### config.mk
export PLATFORM = sky130hd
export DESIGN_NAME = next_queue_controller_flat
export DESIGN_NICKNAME = d
export VERILOG_FILES = /design/src/rtl/next_queue_controller_pkg.sv /design/src/rtl/next_queue_controller_if.sv /design/src/rtl/next_queue_controller_bag.sv /design/src/rtl/next_queue_controller.sv /design/src/flat_wrapper.sv
export SDC_FILE = /design/constraint.sdc
export NUM_CORES = 1
export LEC_CHECK = 0
export CAP_MARGIN = 0
export CELL_PAD_IN_SITES_DETAIL_PLACEMENT = 1
export CELL_PAD_IN_SITES_GLOBAL_PLACEMENT = 1
export CORE_MARGIN = 5
export CORE_UTILIZATION = 35
export CTS_BUF_LIST = sky130_fd_sc_hd__clkbuf_8
export CTS_CLUSTER_SIZE = 28
export DETAILED_ROUTE_END_ITERATION = 8
export PLACE_DENSITY_LB_ADDON = 0.1
export SETUP_SLACK_MARGIN = 0.2
export SKIP_LAST_GASP = 1
export SLEW_MARGIN = 20
export SYNTH_ARGS = -nofsm -noshare
export SYNTH_HDL_FRONTEND = slang
export SYNTH_HIERARCHICAL = 1
export SYNTH_SLANG_ARGS = --single-unit
### constraint.sdc
create_clock -name clk -period 7.35 [get_ports clk]
set_input_delay 1.47 -clock clk [delete_from_list [all_inputs] [get_ports clk]]
set_output_delay 1.47 -clock clk [all_outputs]
set_load 0.02 [all_outputs]
### src/rtl/next_queue_controller_pkg.sv
// Shared types and constants for the next-piece queue: tile encoding, bag and LFSR constants,
// controller states and the bag-index to tile mapping.
package next_queue_controller_pkg;

    typedef enum logic [2:0] {
        BLANK  = 3'd0,
        TILE_I = 3'd1,
        TILE_O = 3'd2,
        TILE_T = 3'd3,
        TILE_J = 3'd4,
        TILE_L = 3'd5,
        TILE_S = 3'd6,
        TILE_Z = 3'd7
    } tile_type_t;

    typedef enum logic {
        ST_FILL,
        ST_READY
    } ctrl_state_t;

    localparam int         NEXT_PIECES_COUNT = 6;
    localparam logic [6:0] BAG_FULL          = 7'h7F;
    localparam logic [15:0] LFSR_MASK        = 16'hB400;

    // Bag slot order is I,O,T,J,L,S,Z; slot 7 does not exist and maps to BLANK.
    function automatic tile_type_t bag_idx_to_tile(input logic [2:0] idx);
        tile_type_t t;
        case (idx)
            3'd0:    t = TILE_I;
            3'd1:    t = TILE_O;
            3'd2:    t = TILE_T;
            3'd3:    t = TILE_J;
            3'd4:    t = TILE_L;
            3'd5:    t = TILE_S;
            3'd6:    t = TILE_Z;
            default: t = BLANK;
        endcase
        return t;
    endfunction

endpackage

### src/rtl/next_queue_controller_if.sv
// Handshake between the game FSM / next-panel driver (master) and the queue controller (slave).
interface next_queue_controller_if #(
    parameter int N = 6
);
    import next_queue_controller_pkg::*;

    logic       new_game;
    logic       piece_req;
    tile_type_t piece_out;
    logic       piece_valid;
    logic       queue_ready;
    tile_type_t pieces_queue [N];

    modport master (
        output new_game,
        output piece_req,
        input  piece_out,
        input  piece_valid,
        input  queue_ready,
        input  pieces_queue
    );

    modport slave (
        input  new_game,
        input  piece_req,
        output piece_out,
        output piece_valid,
        output queue_ready,
        output pieces_queue
    );

endinterface

### src/rtl/next_queue_controller_bag.sv
// 7-bag randomizer: free-running Galois LFSR picks a starting slot, the first remaining bag slot
// found scanning cyclically from there is the draw. The bag reloads as soon as it empties.
module next_queue_controller_bag
    import next_queue_controller_pkg::*;
#(
    parameter logic [15:0] LFSR_SEED = 16'hACE1
) (
    input  logic       clk,
    input  logic       rst_l,
    input  logic       draw_en,
    input  logic       clear,
    output tile_type_t draw
);

    logic [15:0] lfsr;
    logic [6:0]  bag;
    logic [6:0]  bag_cleared;
    logic [2:0]  start;
    logic [2:0]  chosen;
    logic [2:0]  cand;
    logic [3:0]  sum;
    logic        found;

    always_comb begin
        start       = (lfsr[2:0] == 3'd7) ? 3'd0 : lfsr[2:0];
        chosen      = 3'd0;
        found       = 1'b0;
        sum         = 4'd0;
        cand        = 3'd0;
        for (int k = 0; k < 7; k++) begin
            sum  = {1'b0, start} + 4'(k);
            cand = (sum >= 4'd7) ? 3'(sum - 4'd7) : sum[2:0];
            if (!found && bag[cand]) begin
                chosen = cand;
                found  = 1'b1;
            end
        end
        bag_cleared = bag & ~(7'b1 << chosen);
        draw        = bag_idx_to_tile(chosen);
    end

    // The LFSR keeps running through every state so the sequence depends on game timing.
    always_ff @(posedge clk or negedge rst_l) begin
        if (!rst_l) begin
            lfsr <= LFSR_SEED;
            bag  <= BAG_FULL;
        end else begin
            lfsr <= (lfsr >> 1) ^ (lfsr[0] ? LFSR_MASK : 16'h0000);
            if (clear) begin
                bag <= BAG_FULL;
            end else if (draw_en) begin
                bag <= (bag_cleared == 7'h00) ? BAG_FULL : bag_cleared;
            end
        end
    end

endmodule

### src/rtl/next_queue_controller.sv
// Upcoming-piece queue: fills from the bag after reset/new game, then pops one piece per request
// while shifting the queue and appending a fresh draw in the same cycle.
module next_queue_controller
    import next_queue_controller_pkg::*;
#(
    parameter int          NEXT_PIECES_COUNT = 6,
    parameter logic [15:0] LFSR_SEED         = 16'hACE1
) (
    input  logic                    clk,
    input  logic                    rst_l,
    next_queue_controller_if.slave  bus
);

    localparam int N  = NEXT_PIECES_COUNT;
    localparam int CW = (N > 1) ? $clog2(N) : 1;

    ctrl_state_t state;
    ctrl_state_t state_nxt;
    logic [CW-1:0] fill_cnt;
    logic          draw_en;
    logic          fill;
    logic          pop;
    tile_type_t    draw;
    tile_type_t    queue [N];
    tile_type_t    piece_out;
    logic          piece_valid;

    next_queue_controller_bag #(
        .LFSR_SEED (LFSR_SEED)
    ) u_bag (
        .clk     (clk),
        .rst_l   (rst_l),
        .draw_en (draw_en),
        .clear   (bus.new_game),
        .draw    (draw)
    );

    always_ff @(posedge clk or negedge rst_l) begin
        if (!rst_l) begin
            state <= ST_FILL;
        end else begin
            state <= state_nxt;
        end
    end

    // new_game overrides whatever the current state would do, including a pending pop.
    always_comb begin
        state_nxt = state;
        draw_en   = 1'b0;
        fill      = 1'b0;
        pop       = 1'b0;
        case (state)
            ST_FILL: begin
                fill    = 1'b1;
                draw_en = 1'b1;
                if (fill_cnt == CW'(N - 1)) begin
                    state_nxt = ST_READY;
                end
            end
            ST_READY: begin
                if (bus.piece_req) begin
                    pop     = 1'b1;
                    draw_en = 1'b1;
                end
            end
            default: state_nxt = ST_FILL;
        endcase
        if (bus.new_game) begin
            state_nxt = ST_FILL;
            draw_en   = 1'b0;
            fill      = 1'b0;
            pop       = 1'b0;
        end
    end

    always_ff @(posedge clk or negedge rst_l) begin
        if (!rst_l) begin
            fill_cnt    <= '0;
            piece_out   <= BLANK;
            piece_valid <= 1'b0;
            for (int k = 0; k < N; k++) begin
                queue[k] <= BLANK;
            end
        end else begin
            piece_valid <= pop;
            if (bus.new_game) begin
                fill_cnt <= '0;
                for (int k = 0; k < N; k++) begin
                    queue[k] <= BLANK;
                end
            end else if (fill) begin
                queue[fill_cnt] <= draw;
                fill_cnt        <= fill_cnt + 1'b1;
            end else if (pop) begin
                piece_out <= queue[0];
                for (int k = 0; k < N - 1; k++) begin
                    queue[k] <= queue[k + 1];
                end
                queue[N - 1] <= draw;
            end
        end
    end

    assign bus.piece_out    = piece_out;
    assign bus.piece_valid  = piece_valid;
    assign bus.queue_ready  = (state == ST_READY);
    assign bus.pieces_queue = queue;

endmodule
### src/flat_wrapper.sv
// flat-port wrapper written by rule: the top's interface ports become plain ports
module next_queue_controller_flat import next_queue_controller_pkg::*;
#(
    parameter int          NEXT_PIECES_COUNT = 6,
    parameter logic [15:0] LFSR_SEED         = 16'hACE1
)
  (clk, rst_l, bus_new_game, bus_piece_req, bus_piece_out, bus_piece_valid, bus_queue_ready, bus_pieces_queue);
  next_queue_controller_if bus_i ();
  input  logic clk;
  input  logic rst_l;
  input wire logic [$bits(bus_i.new_game)-1:0] bus_new_game;
  input wire logic [$bits(bus_i.piece_req)-1:0] bus_piece_req;
  output wire logic [$bits(bus_i.piece_out)-1:0] bus_piece_out;
  output wire logic [$bits(bus_i.piece_valid)-1:0] bus_piece_valid;
  output wire logic [$bits(bus_i.queue_ready)-1:0] bus_queue_ready;
  output wire logic [$bits(bus_i.pieces_queue)-1:0] bus_pieces_queue;
  assign bus_i.new_game = bus_new_game;
  assign bus_i.piece_req = bus_piece_req;
  assign bus_piece_out = bus_i.piece_out;
  assign bus_piece_valid = bus_i.piece_valid;
  assign bus_queue_ready = bus_i.queue_ready;
  assign bus_pieces_queue = {>>{bus_i.pieces_queue}};
  next_queue_controller #(.NEXT_PIECES_COUNT(NEXT_PIECES_COUNT), .LFSR_SEED(LFSR_SEED)) u_core (.clk(clk), .rst_l(rst_l), .bus(bus_i));
endmodule
# [Yosys cells after proc, flatten, opt, wreduce, memory -nomap -nowiden]
# Index checks and enable logic that the tools add are counted.
# W data, S select, Z words.
[word_totals] register_bits=49 inputBits=4
[classes] n_reduce_logical=19 muxes=58 add_sub_neg=14 n_bitwise=7 n_lt_le_gt_ge=16 shifts=1 n_eq_ne=8
[ops] op="$mux W18" count=3
[ops] op="$mux W3" count=18
[ops] op="$lt A3 B4 Y1 const B" count=7
[ops] op="$ge A4 B3 Y1 const B" count=6
[ops] op="$mux W1" count=22
[ops] op="$bmux W1 S3" count=7
[ops] op="$mux W7" count=3
[ops] op="$pmux W3 S7" count=1
[ops] op="$sub A3 B3 Y3 const B" count=7
[ops] op="$bwmux W18" count=1
[ops] op="$mux W16" count=1
[ops] op="$xor A15 B16 Y16" count=1
[ops] op="$eq A3 B3 Y1 const B" count=5
[ops] op="$add A3 B3 Y4 const B" count=3
[ops] op="$demux W3 S3" count=1
[ops] op="$add A3 B2 Y4 const B" count=2
[ops] op="$and A7 B7 Y7" count=1
[ops] op="$logic_and A1 B1 Y1" count=7
[ops] op="$logic_not A7 Y1" count=1
[ops] op="$not A7 Y7" count=1
[ops] op="$shl A1 B3 Y7 const A" count=1
[ops] op="$eq A3 B2 Y1 const B" count=2
[ops] op="$logic_not A1 Y1" count=6
[ops] op="$add A3 B1 Y4 const B" count=1
[ops] op="other kinds (12)" count=15

# [Longest topological paths before layout]
# Gate-level depths: netlist of the first run.
[depth] depth_word=32 mapped_depth=24

# [Cells and area by module]
# The synthesis of the first run kept the hierarchy.
[modules_own_cells] module="next_queue_controller_bag" area_per_inst_um2=2638.8 seq_area_each_um2=594.3 cells_each=318 n_inst=1
[modules_own_cells] module="next_queue_controller" area_per_inst_um2=1362.6 seq_area_each_um2=650.6 cells_each=113 n_inst=1

# [Least setup slack after synthesis of the first run]
# No wires, ideal clock.
[synth_timing] kind="register -> register" start="register u_core.u_bag.lfsr[1]" end="register u_core.queue, in the netlist u_core/bus.pieces_queue[11]" slack_ns=2.431 setup_time_ns=0.125 required_time_ns=7.225 n_path_buf=3 arrival_ns=4.794 path_stages_with_launch=24 path_cell_list="dfrtp_1 > ha_1 > buf_4 > a21boi_2 > buf_4 > nand2_1 > ha_1 > clkbuf_1 > nor2b_1 > a31oi_1 > a2bb2oi_1 > a21boi_4 > nand2_1 > o21ai_0 > a21boi_0 > a32oi_1 > o21ai_0 > mux2_2 > ha_1 > o31ai_1 > o21ai_0 > nor3b_2 > a32o_1 > mux2_2"
[synth_between] elab_chain_cells=30 word_cells_on_any_way=79 classes_between="13 x add/sub; 7 x order compare; 7 x eq/ne; 39 x mux; 13 x reduce/logical"
[synth_rtl] item="start, declared" line_no="next_queue_controller_bag.sv:15" source="logic [15:0] lfsr;"
[synth_rtl] item="start signal, assigned" line_no="next_queue_controller_bag.sv:48" source="lfsr <= (lfsr >> 1) ^ (lfsr[0] ? LFSR_MASK : 16'h0000);"
[synth_rtl] item="$eq A3 B3 Y1" line_no="next_queue_controller_bag.sv:25" source="start = (lfsr[2:0] == 3'd7) ? 3'd0 : lfsr[2:0];"
[synth_rtl] item="$mux W3 (*)" line_no="next_queue_controller_bag.sv:25"
[synth_rtl] item="parallel branches: the longest is 22 deep, another holds $add A3 B1 Y4"
[synth_rtl] item="$mux W3 (*)" line_no="next_queue_controller_bag.sv:33" source="if (!found && bag[cand]) begin"
[synth_rtl] item="$eq A3 B3 Y1, or another cell as far along" line_no="next_queue_controller_pkg.sv:28" source="case (idx)"
[synth_rtl] item="$pmux W3 S7 (*)" line_no="next_queue_controller_pkg.sv:28"
[synth_rtl] item="named net u_core.draw[2]" line_no="next_queue_controller.sv:23" source="tile_type_t draw;"
[synth_rtl] item="$bwmux W18 (*)" line_no="next_queue_controller.sv:92" source="queue[fill_cnt] <= draw;"
[synth_rtl] item="$mux W18 (*)" line_no="next_queue_controller.sv:91" source="end else if (fill) begin"
[synth_rtl] item="$mux W18 (*)" line_no="next_queue_controller.sv:86" source="if (bus.new_game) begin"
[synth_rtl] item="end signal, assigned by index" line_no="next_queue_controller.sv:92"
[synth_rtl] item="end signal, assigned by index" line_no="next_queue_controller.sv:97" source="queue[k] <= queue[k + 1];"
[synth_rtl] item="end signal, assigned by index" line_no="next_queue_controller.sv:99" source="queue[N - 1] <= draw;"
[synth_rtl] item="end, declared" line_no="next_queue_controller.sv:24" source="tile_type_t queue [N];"
# Mark *: on every way through the listed nets, which the timed path passes. The select of a mux whose other input is x is not followed.
# A chain may end at the register's enable or synchronous reset.

# [Worst setup path in the final report of the first run]
# Ends and elaborated chain as after synthesis.

==> results of run 1 <==
==> routing by layer <==
metal | vias to the layer above | share of wire (%) | wire length [µm] | GRT usage [%]
li1 | 1623 | - | - | -
met1 | 1697 | 47 | 5580 | 24.1
met2 | 68 | 48 | 5800 | 31.2
met3 | 21 | 2.5 | 297 | 2.16
met4 | 0 | 2.5 | 305 | 6.35
met5 | - | 0 | 0 | 0
==> power by group <==
group | switching (W) | internal [W]
combinational | 0.0000715 | 0.0000553
clock | 0.0000980 | 0.0000678
sequential | 0.0000245 | 0.000283
==> logic make-up after synthesis <==
logic type      count (synthesis)
buf+inv                        47
flops                          49
compound gates                132
simple gates                  135
xor+xnor                        9
fa+ha+maj                      13
mux                            46
==> metrics by stage <==
step	hold WS [ps]	total power, W	setup WS [ps]	utilization, %
final	354	0.000601	1060	38.8
after global routing	360	0.000634	492	38.8
after CTS	355	0.000611	1100	38.8
after detailed placement	336	0.000441	1100	38.0
after global placement	337	0.000439	1190	38.0
after floorplan	331	0.000388	2430	-
==> state kept, by name, indices dropped and copies added (netlist names) <==
| name | count |
|---|---|
| u_core/bus.pieces_queue | 18 |
| u_core/u_bag/lfsr | 16 |
| u_core/u_bag/bag | 7 |
| u_core/bus.piece_out | 3 |
| u_core/fill_cnt | 3 |
| u_core/bus.piece_valid | 1 |
| u_core/bus.queue_ready | 1 |
==> worst paths after layout <==
check / start / endpoint / slack, ps
max: u_core/u_bag/lfsr[1] / u_core/bus.pieces_queue[11] / 1060
min in group asynchronous: rst_l / u_core/bus.pieces_queue[2] / 1260
min reg2reg: u_core/u_bag/lfsr[4] / u_core/u_bag/lfsr[3] / 350
max in group asynchronous: rst_l / u_core/fill_cnt[2] / 5680
min: u_core/u_bag/lfsr[4] / u_core/u_bag/lfsr[3] / 350
max reg2reg: u_core/u_bag/lfsr[1] / u_core/bus.pieces_queue[11] / 1060
==> area by class of cell <==
class	instances	area share (%)
multi-input cells	335	57.8
flip-flops and latches	49	28.3
well taps	143	4.07
repair buffers	27	5.98
clock inverters	3	0.484
inverters	20	1.71
clock buffers	5	1.57
==> cell usage in the layout, fill, tap and decap left out, types with 4 or more instances in the layout <==
cell	instances
inv_1	17
xnor2_1	4
o2111ai_1	5
a21oi_2	4
o21ai_0	21
o22ai_1	4
a22o_1	9
nor2b_1	13
nor3b_1	6
a22oi_1	5
o211ai_1	5
mux2_2	26
clkbuf_8	5
nand2_1	32
mux2i_1	19
ha_1	12
xor2_1	4
a21oi_1	17
clkdlybuf4s50_1	25
a32o_1	6
dfrtp_1	34
dfstp_2	15
nand2b_1	4
nor3_1	5
nand3b_1	6
nand3_1	16
o221ai_1	4
and2_1	7
nor2_1	28
a211oi_1	5
==> flow_metrics.py, run 1 <==
metrics = {
    "sta": {
        "fin_setup_tns_ps": 0,
        "fin_crit_ps": 6290,
        "maxSlewViolCount": 0,
        "relSlewSlack_pct": 41.8,
        "setup_violations": 0,
        "rsz0062_at_grt": "no",
        "period_share_pct": 85.5,
        "finalHoldViolations": 0,
        "worstMarginPinSlew_ps": 871,
        "clock_skew_ps": 3.91,
        "fmax_ghz": 0.159,
    },
    "synth": {
        "ys_top_cells_by_area": "dfrtp_1 (21%), dfstp_2 (9.8%), mux2_2 (7.3%)",
        "synth_area_leader_cell": "dfrtp_1",
        "synth_commonest_cells": "dfrtp_1 (34), nand2_1 (32), nor2_1 (28), mux2_2 (26), o21ai_0 (21)",
        "syn-num-nets": 448,
        "yosysSeqAreaShare_pct": 31.1,
        "synthAdderAreaFrac_pct": 4.25,
        "synth_top_family_by_area": "compound AO/OA/AOI/OAI gates",
        "syn_area_mm2": 0.00400,
        "synthSimpleGateAreaFrac_pct": 18.2,
        "yosysMostFrequentCell": "dfrtp_1",
        "avgSynthCellArea_um2": 9.28,
        "yosys-mux-area-fraction_pct": 12.6,
        "synth_xor_area_share_pct": 2.16,
        "synth_warnings": 6,
        "synth_top_area_share_pct": 21.3,
        "synth_edf_count": 0,
        "async_flop_share_pct": 100,
        "synth-compound-area-share_pct": 26.3,
        "ys_ff_latch": 49,
        "synth.distinct_cells": 80,
        "syn_inst": 431,
        "synthFlopType": "dfrtp_1",
    },
    "final_layout": {
        "drive_above_1_share_pct": 18.2,
        "fillers": 1301,
        "area_growth_pct": 9.76,
        "finalNonFillerCells": 582,
        "antennaDiodeCount": 0,
        "nNetsFinal": 455,
        "final_area_mm2": 0.00439,
        "multi_input_area_mm2": 0.00254,
        "seqCellArea_mm2": 0.00124,
    },
    "cts": {
        "worst_skew_pair.late_latency_ps": 300,
        "clk_path_buf_depth": 2,
        "cts_buffers": 5,
        "cts_tree": "yes",
        "root_buffer": "clkbuf_8",
        "cts_htree_levels": 2,
        "postCtsResizedCells": 0,
        "post_cts_buffers": 0,
        "cts_hold_buffers": 0,
        "cts.clk_slew.worst_paths_ps": 100,
        "clock_sinks": 49,
    },
    "min_path": {
        "min_path_type": "register to register",
        "hold_depth": 0,
    },
    "setup_path": {
        "cp.required_ps": 7550,
        "crit_chain": "ha_1 > nor2b_1 > inv_2 > fa_1 > nor2b_1 > nor2b_1 > nand2b_1 > o221ai_1 > inv_1 > nand2_1 > o21ai_0 > a21boi_0 > a21oi_1 > o21ai_0 > mux2i_1 > ha_1 > o31ai_1 > o21ai_0 > nor3b_2 > a32o_1 > mux2_2",
        "cp-start-kind": "register",
        "crit_family": "compound AO/OA/AOI/OAI gates",
        "cp-end-kind": "register",
        "crit_arrival_ps": 6480,
        "cpPeakStageDelay_ps": 700,
        "path_buf_inv": 2,
        "path_class": "register to register",
        "critical_path_depth": 21,
        "critPathMaxFanout": 18,
        "slowest_stage": "fa_1",
        "reg2reg_depth": 21,
    },
    "grt": {
        "antenna_found_initial": 0,
        "gr-total-overflow": 0,
        "grt_max_degree": 50,
        "grt_use_total_pct": 18.3,
        "grt_pass1_vias": 3622,
        "grt_pass1_wl_mm": 19.7,
    },
    "floorplanning": {
        "start_util_pct": 35.3,
        "core-area_mm2": 0.0113,
        "placementRows": 39,
        "ioPinCount": 27,
        "die_h_um": 117,
        "die_w_um": 117,
        "design.die.area_mm2": 0.0137,
    },
    "routing": {
        "vias": 3409,
        "first_pass_iters": 4,
        "drt_iter0_drc": 214,
        "drtAntennaViolNets": 0,
        "wl_per_cell_um": 20.6,
        "vias_per_cell": 5.86,
        "route.detailed.drc": 0,
        "wl_mm": 12.0,
    },
    "job": {
        "cap_violations": 0,
    },
    "placed_design": {
        "place_congestion": 0.856,
        "place.detailed.hpwl_mm": 8.83,
        "dp_cells": 574,
        "place_area_mm2": 0.00430,
        "port-buffer-count": 26,
    },
    "power": {
        "powerDensity_mw_per_mm2": 137,
        "ir_drop_mv": 0.0988,
        "p_leak_nw": 1.88,
    },
    "status": {
        "status": "completed",
    },
}
(Power assumes the default switching activity.)
==> inputs of run 2 (changes only) <==
--- a/config.mk
+++ b/config.mk
@@ -14,7 +14,6 @@
 export CTS_CLUSTER_SIZE = 28
 export DETAILED_ROUTE_END_ITERATION = 8
 export PLACE_DENSITY_LB_ADDON = 0.1
-export SETUP_SLACK_MARGIN = 0.2
 export SKIP_LAST_GASP = 1
 export SLEW_MARGIN = 20
 export SYNTH_ARGS = -nofsm -noshare
==> results of run 2 <==
Final layout, timing and power as in run 1 (identical DEF).
==> inputs of run 3 (changes only) <==
--- a/config.mk
+++ b/config.mk
@@ -11,7 +11,7 @@
 export CORE_MARGIN = 5
 export CORE_UTILIZATION = 35
 export CTS_BUF_LIST = sky130_fd_sc_hd__clkbuf_8
-export CTS_CLUSTER_SIZE = 28
+export CTS_CLUSTER_SIZE = 14
 export DETAILED_ROUTE_END_ITERATION = 8
 export PLACE_DENSITY_LB_ADDON = 0.1
 export SKIP_LAST_GASP = 1
==> results of run 3 <==
Final layout, timing and power as in run 1 (identical DEF).
